[src/rtl/result_misr_16b.sv]
// result_misr_16b: compacts a stream of result words into a MISR signature.
// A capture run is requested with start_i while idle. The first LATENCY words
// are discarded to flush the upstream flopped harness. The next num_samples_i
// words are then folded into the signature, and done_o pulses for one cycle.
//
// Ports:
//   clk_i          sole clock, rising edge
//   rst_i          synchronous active-high reset
//   start_i        single-cycle run request, honoured only when idle
//   num_samples_i  words to compact, latched when start_i is accepted
//   result_i       result word from the upstream harness, one per cycle
//   busy_o         high while flushing or capturing
//   done_o         one-cycle pulse when a run completes
//   signature_o    current MISR value, held after done_o until the next start
//   sample_count_o words compacted in the current or last run
module result_misr_16b #(
  parameter int unsigned            BITWIDTH = 16,
  parameter int unsigned            LATENCY  = 4,
  parameter logic [BITWIDTH-1:0]    POLY     = 16'hB400,
  parameter logic [BITWIDTH-1:0]    SEED     = 16'h0000
) (
  input  logic                clk_i,
  input  logic                rst_i,
  input  logic                start_i,
  input  logic [15:0]         num_samples_i,
  input  logic [BITWIDTH-1:0] result_i,
  output logic                busy_o,
  output logic                done_o,
  output logic [BITWIDTH-1:0] signature_o,
  output logic [15:0]         sample_count_o
);

  localparam int unsigned FlushW = (LATENCY > 1) ? $clog2(LATENCY) : 1;
  // Value of the flush counter on the final discarded cycle.
  localparam logic [FlushW-1:0] FlushLast = FlushW'((LATENCY == 0) ? 0 : LATENCY - 1);

  typedef enum logic [1:0] {StIdle, StFlush, StCapture, StDone} state_e;

  state_e              state_q, state_d;
  logic [BITWIDTH-1:0] sig_q, sig_d;
  logic [15:0]         cnt_q, cnt_d;
  logic [15:0]         num_q, num_d;
  logic [FlushW-1:0]   flush_q, flush_d;
  logic                busy_q, busy_d;
  logic                done_q, done_d;
  logic                fb;

  assign fb = ^(sig_q & POLY);

  always_comb begin
    state_d = state_q;
    sig_d   = sig_q;
    cnt_d   = cnt_q;
    num_d   = num_q;
    flush_d = flush_q;
    unique case (state_q)
      StIdle: begin
        if (start_i) begin
          num_d   = num_samples_i;
          sig_d   = SEED;
          cnt_d   = '0;
          flush_d = '0;
          state_d = StFlush;
        end
      end
      StFlush: begin
        // With LATENCY == 0 a single cycle is still spent here, but nothing is discarded
        // because result_i is never looked at in this state.
        if ((LATENCY == 0) || (flush_q == FlushLast)) begin
          state_d = (num_q == 16'd0) ? StDone : StCapture;
        end else begin
          flush_d = flush_q + 1'b1;
        end
      end
      StCapture: begin
        sig_d = {sig_q[BITWIDTH-2:0], fb} ^ result_i;
        cnt_d = cnt_q + 16'd1;
        // Leaving on the word that reaches num_q keeps the count saturated at num_q.
        if (cnt_d == num_q) begin
          state_d = StDone;
        end
      end
      StDone: begin
        state_d = StIdle;
      end
      default: begin
        state_d = StIdle;
      end
    endcase
    // Flag outputs are decoded from the next state so they can be flopped.
    busy_d = (state_d == StFlush) || (state_d == StCapture);
    done_d = (state_d == StDone);
  end

  always_ff @(posedge clk_i) begin
    if (rst_i) begin
      state_q <= StIdle;
      sig_q   <= SEED;
      cnt_q   <= '0;
      num_q   <= '0;
      flush_q <= '0;
      busy_q  <= 1'b0;
      done_q  <= 1'b0;
    end else begin
      state_q <= state_d;
      sig_q   <= sig_d;
      cnt_q   <= cnt_d;
      num_q   <= num_d;
      flush_q <= flush_d;
      busy_q  <= busy_d;
      done_q  <= done_d;
    end
  end

  assign busy_o         = busy_q;
  assign done_o         = done_q;
  assign signature_o    = sig_q;
  assign sample_count_o = cnt_q;

endmodule
[config.mk]
export PLATFORM = sky130hd
export DESIGN_NAME = result_misr_16b
export DESIGN_NICKNAME = d
export VERILOG_FILES = /design/src/rtl/result_misr_16b.sv
export SDC_FILE = /design/constraint.sdc
export NUM_CORES = 1
export LEC_CHECK = 0
export CAP_MARGIN = 40
export CORE_ASPECT_RATIO = 0.5
export CORE_UTILIZATION = 56
export CTS_BUF_LIST = sky130_fd_sc_hd__clkbuf_4 sky130_fd_sc_hd__clkbuf_8
export DETAILED_ROUTE_END_ITERATION = 16
export PLACE_DENSITY_LB_ADDON = 0.1
export SLEW_MARGIN = 25
export SYNTH_ARGS = -nofsm -noshare
export SYNTH_HDL_FRONTEND = slang
export SYNTH_SLANG_ARGS = --single-unit
export TNS_END_PERCENT = 20
[constraint.sdc]
create_clock -name clk_i -period 5.1 [get_ports clk_i]
set_clock_uncertainty 0.1 [all_clocks]
set_input_delay 0.765 -clock clk_i [delete_from_list [all_inputs] [get_ports clk_i]]
set_output_delay 0.765 -clock clk_i [all_outputs]
set_load 0.05 [all_outputs]
==> reports/results.txt <==
Run status: completed
Min setup slack post-route: 1.98 ns
Clock tree sinks: 54
Die W: 106 um
Post-synthesis sequential area ratio: 0.360
CP Cell Sequence: ha_1 > nand3_1 > nor3_1 > a21oi_1 > a2111oi_4 > a31o_1 > ha_1 > nor2b_1
Detailed router's first-iteration violation count: 199
Max IR drop VDD: 0.152 mV
Detailed-route vias per instance: 5.74
Type of the setup path with the least slack: register to register
Number of nets in the layout: 470
Yosys cell types: 49
Crit path buffers/inverters: 0
Synth top area share: 0.360
Most prevalent standard cell on the critical path: sky130_fd_sc_hd__ha_1
Kind of cell adding the most delay to the critical path: simple AND/OR/NAND/NOR gates
Destination of the worst hold path: num_q[3]$_SDFFE_PP0P_
RSZ-0062 raised after global routing: no
Total congestion overflow: 0
Yosys warning total: 0
Share of post-route cells with drive strength above 1: 0.0554
Final routed wire length divided by cell count: 14.7 um
Buffers from clock root to sink, at most: 2
Power Density: 214 mW/mm^2
Number of register bits inferred by synthesis: 54
# Max-Cap Violations: 0
Share of synthesized registers carrying an async set or reset: 0
Number of CTS-inserted buffers: 5
Endpoint type of the worst setup path: register
Accumulated negative setup slack: 0 ns
Number of antenna violations at the first check in global routing: 0
Number of DRC violations after detailed routing: 0
Worst slew margin relative to its limit: 0.550
Post CTS Setup Buffer Count: 0
Length of the first detailed-routing pass in iterations: 5
Endpoints failing hold: 0
Estimated wirelength of the detail-placed design: 5340 um
Vertical die dimension: 53.8 um
Netlist area before placement: 0.00300 mm^2
Worst hold path class: register to register
Top cells by area, synth: sky130_fd_sc_hd__dfxtp_1 (36%), sky130_fd_sc_hd__nand2_1 (8.1%), sky130_fd_sc_hd__a21oi_1 (8.0%), sky130_fd_sc_hd__xor2_1 (6.7%), sky130_fd_sc_hd__xnor2_1 (4.1%)
Critical Path AT: 3.21 ns
Pins Over Slew Limit: 0
Routed Antenna Nets: 0
Worst path required time: 5.20 ns
Top fanout value on the critical path: 9
Syn_nets: 418
Final routed wirelength across all metal layers: 7410 um
Number of diodes added for antenna fixing: 0
Setup crit start kind: register
Die Outline Area: 0.00568 mm^2
Min-delay src: num_q[3]$_SDFFE_PP0P_
Maximum number of pins on one net before global-route repair: 39
Launching point of the worst reg2reg path: sample_count_o[0]$_SDFFE_PP0P_
CTS tree: yes
Leakage power of the design: 1.39 nW
Quantity of hold-fixing buffers added after cts: 0
Post-CTS Resized: 0
Number of enable-type register cells in the synthesized netlist: 0
Site row count: 18
GP Congestion: 0.876
Top flip-flop cell by instance count after synthesis: sky130_fd_sc_hd__dfxtp_1
Clock edge transition at the registers on the reported setup and hold paths: 0.10 ns
DR vias: 2886
Depth of the most critical reg-to-reg path: 8
Worst setup slack before clock tree synthesis: 2.07 ns
Effective utilization at floorplan: 0.595
Setup Viol. Count Final: 0
Fmax achieved: 321 MHz
Port-buffer cells: 68
Slew at the pin closest to its max-slew limit: 0.673 ns
Cell at the slowest stage of the critical path: sky130_fd_sc_hd__nor3_1
Syn-to-layout area delta: 25.4%
Critical path's largest stage delay: 0.63 ns
First-pass GRT wire length: 12000 um
Register-to-Register Setup Slack: 1.98 ns
Root Buffer: sky130_fd_sc_hd__clkbuf_8
Htree depth: 2
Vias in the first global route: 2556
Worst-skew pair later-pin latency: 0.32 ns
Syn_area_per_cell: 7.91 um^2
Cell count after synthesis: 380
Count of fill cells added during filler insertion: 382
Tot GR Track Use: 0.274
Cell type with the largest total area after synthesis: sky130_fd_sc_hd__dfxtp_1
Top-level I/O count: 69
Tmin final: 3.12 ns
Final period util: 0.611
Capturing point of the worst reg2reg path: busy_o$_SDFF_PP0_
Std-Cell Core Area: 0.00504 mm^2
Hold-critical path depth: 2
-- synthesized netlist by cell type (6+ instances only) --
cell,instances
sky130_fd_sc_hd__nand2_1,65
sky130_fd_sc_hd__dfxtp_1,54
sky130_fd_sc_hd__a21oi_1,48
sky130_fd_sc_hd__nor2_1,31
sky130_fd_sc_hd__nand3_1,23
sky130_fd_sc_hd__xor2_1,23
sky130_fd_sc_hd__clkbuf_1,18
sky130_fd_sc_hd__o21ai_0,16
sky130_fd_sc_hd__xnor2_1,14
sky130_fd_sc_hd__nor4_1,8
sky130_fd_sc_hd__inv_1,6
-- through the flow --
stage | hold slack, ns | total power, mW | utilization | area (um^2) | instances
after detailed placement | 0.385 | 0.546 | 0.727 | 3670 | 495
final | 0.406 | 0.806 | 0.747 | 3770 | 503
after global routing | 0.429 | 0.829 | 0.747 | 3770 | 503
after floorplan | 0.359 | 0.502 | - | 3000 | 380
after global placement | 0.377 | 0.540 | 0.720 | 3630 | 493
after CTS | 0.400 | 0.803 | 0.747 | 3770 | 503
-- layer usage --
| metal | routed length (um) | global-route usage |
|---|---|---|
| met5 | 0 | 0 |
| met4 | 104 | 0.0949 |
| met3 | 671 | 0.0690 |
| met2 | 3220 | 0.454 |
| met1 | 3410 | 0.357 |
-- registers in the layout (all words and copies together) (netlist names) --
register	count
signature_o	16
state_q	2
busy_o	1
done_o	1
num_q	16
flush_q	2
sample_count_o	16
-- tightest hold or removal path, delay by kind of cell, from the launching register on --
family | cells | cell delay, ns
DFF | 1 | 0.34
and+or+nand+nor | 1 | 0.07
AOI/OAI and AO/OA | 1 | 0.06
-- worst max path at each step --
stage | start | end | cells past startpoint
floorplan | sample_count_o[0]$_SDFFE_PP0P_ | busy_o$_SDFF_PP0_ | 8
global placement | start_i | sample_count_o[10]$_SDFFE_PP0P_ | 6
detailed placement | sample_count_o[0]$_SDFFE_PP0P_ | busy_o$_SDFF_PP0_ | 8
CTS | sample_count_o[0]$_SDFFE_PP0P_ | busy_o$_SDFF_PP0_ | 8
global route | sample_count_o[0]$_SDFFE_PP0P_ | busy_o$_SDFF_PP0_ | 8
finish | sample_count_o[0]$_SDFFE_PP0P_ | busy_o$_SDFF_PP0_ | 8
-- report_power, final --
| part | switching [mW] | total [mW] | internal (mW) |
|---|---|---|---|
| combinational | 0.0459 | 0.0954 | 0.0495 |
| clock | 0.150 | 0.268 | 0.118 |
| sequential | 0.0118 | 0.442 | 0.431 |
| total | 0.208 | 0.806 | 0.598 |
-- cell usage in the layout, fill, tap and decap left out, types with 2 or more instances in the layout --
cell type	count
sky130_fd_sc_hd__o21ai_0	16
sky130_fd_sc_hd__inv_1	6
sky130_fd_sc_hd__xor2_1	23
sky130_fd_sc_hd__a21oi_1	48
sky130_fd_sc_hd__dfxtp_1	54
sky130_fd_sc_hd__nand4_4	2
sky130_fd_sc_hd__nand4_1	4
sky130_fd_sc_hd__nor4_1	8
sky130_fd_sc_hd__a31oi_1	4
sky130_fd_sc_hd__buf_4	2
sky130_fd_sc_hd__and2_1	3
sky130_fd_sc_hd__a21o_1	2
sky130_fd_sc_hd__nor2b_1	4
sky130_fd_sc_hd__a211o_1	2
sky130_fd_sc_hd__clkdlybuf4s50_1	67
sky130_fd_sc_hd__nand2_1	65
sky130_fd_sc_hd__xnor2_1	14
sky130_fd_sc_hd__and3_1	2
sky130_fd_sc_hd__a22oi_1	5
sky130_fd_sc_hd__ha_1	3
sky130_fd_sc_hd__nor2_1	31
sky130_fd_sc_hd__a211oi_1	3
sky130_fd_sc_hd__nor3_1	5
sky130_fd_sc_hd__nor4_4	2
sky130_fd_sc_hd__a41oi_1	2
sky130_fd_sc_hd__clkbuf_8	6
sky130_fd_sc_hd__nand3_1	23
sky130_fd_sc_hd__a311oi_1	3
-- kinds of logic after synthesis --
family / count (synthesis) / share of synthesized area
flip-flops: 54 / 0.360
AO/OA/AOI/OAI: 91 / 0.184
AND/OR/NAND/NOR: 160 / 0.270
buffers and inverters: 33 / 0.0587
XOR/XNOR: 37 / 0.108
adder cells (fa/ha/maj): 3 / 0.0125
multiplexers: 2 / 0.00708
-- area by class of cell --
class,instances,area [um^2],area share
Multi-Input combinational cell,293,1750,0.464
Sequential cell,54,1080,0.287
Timing Repair Buffer,72,729,0.194
Clock buffer,7,90.1,0.0239
Tap cell,70,87.6,0.0232
Inverter,6,22.5,0.00598
Clock inverter,1,8.76,0.00232
No activity file was read; power rests on OpenSTA's default activity.
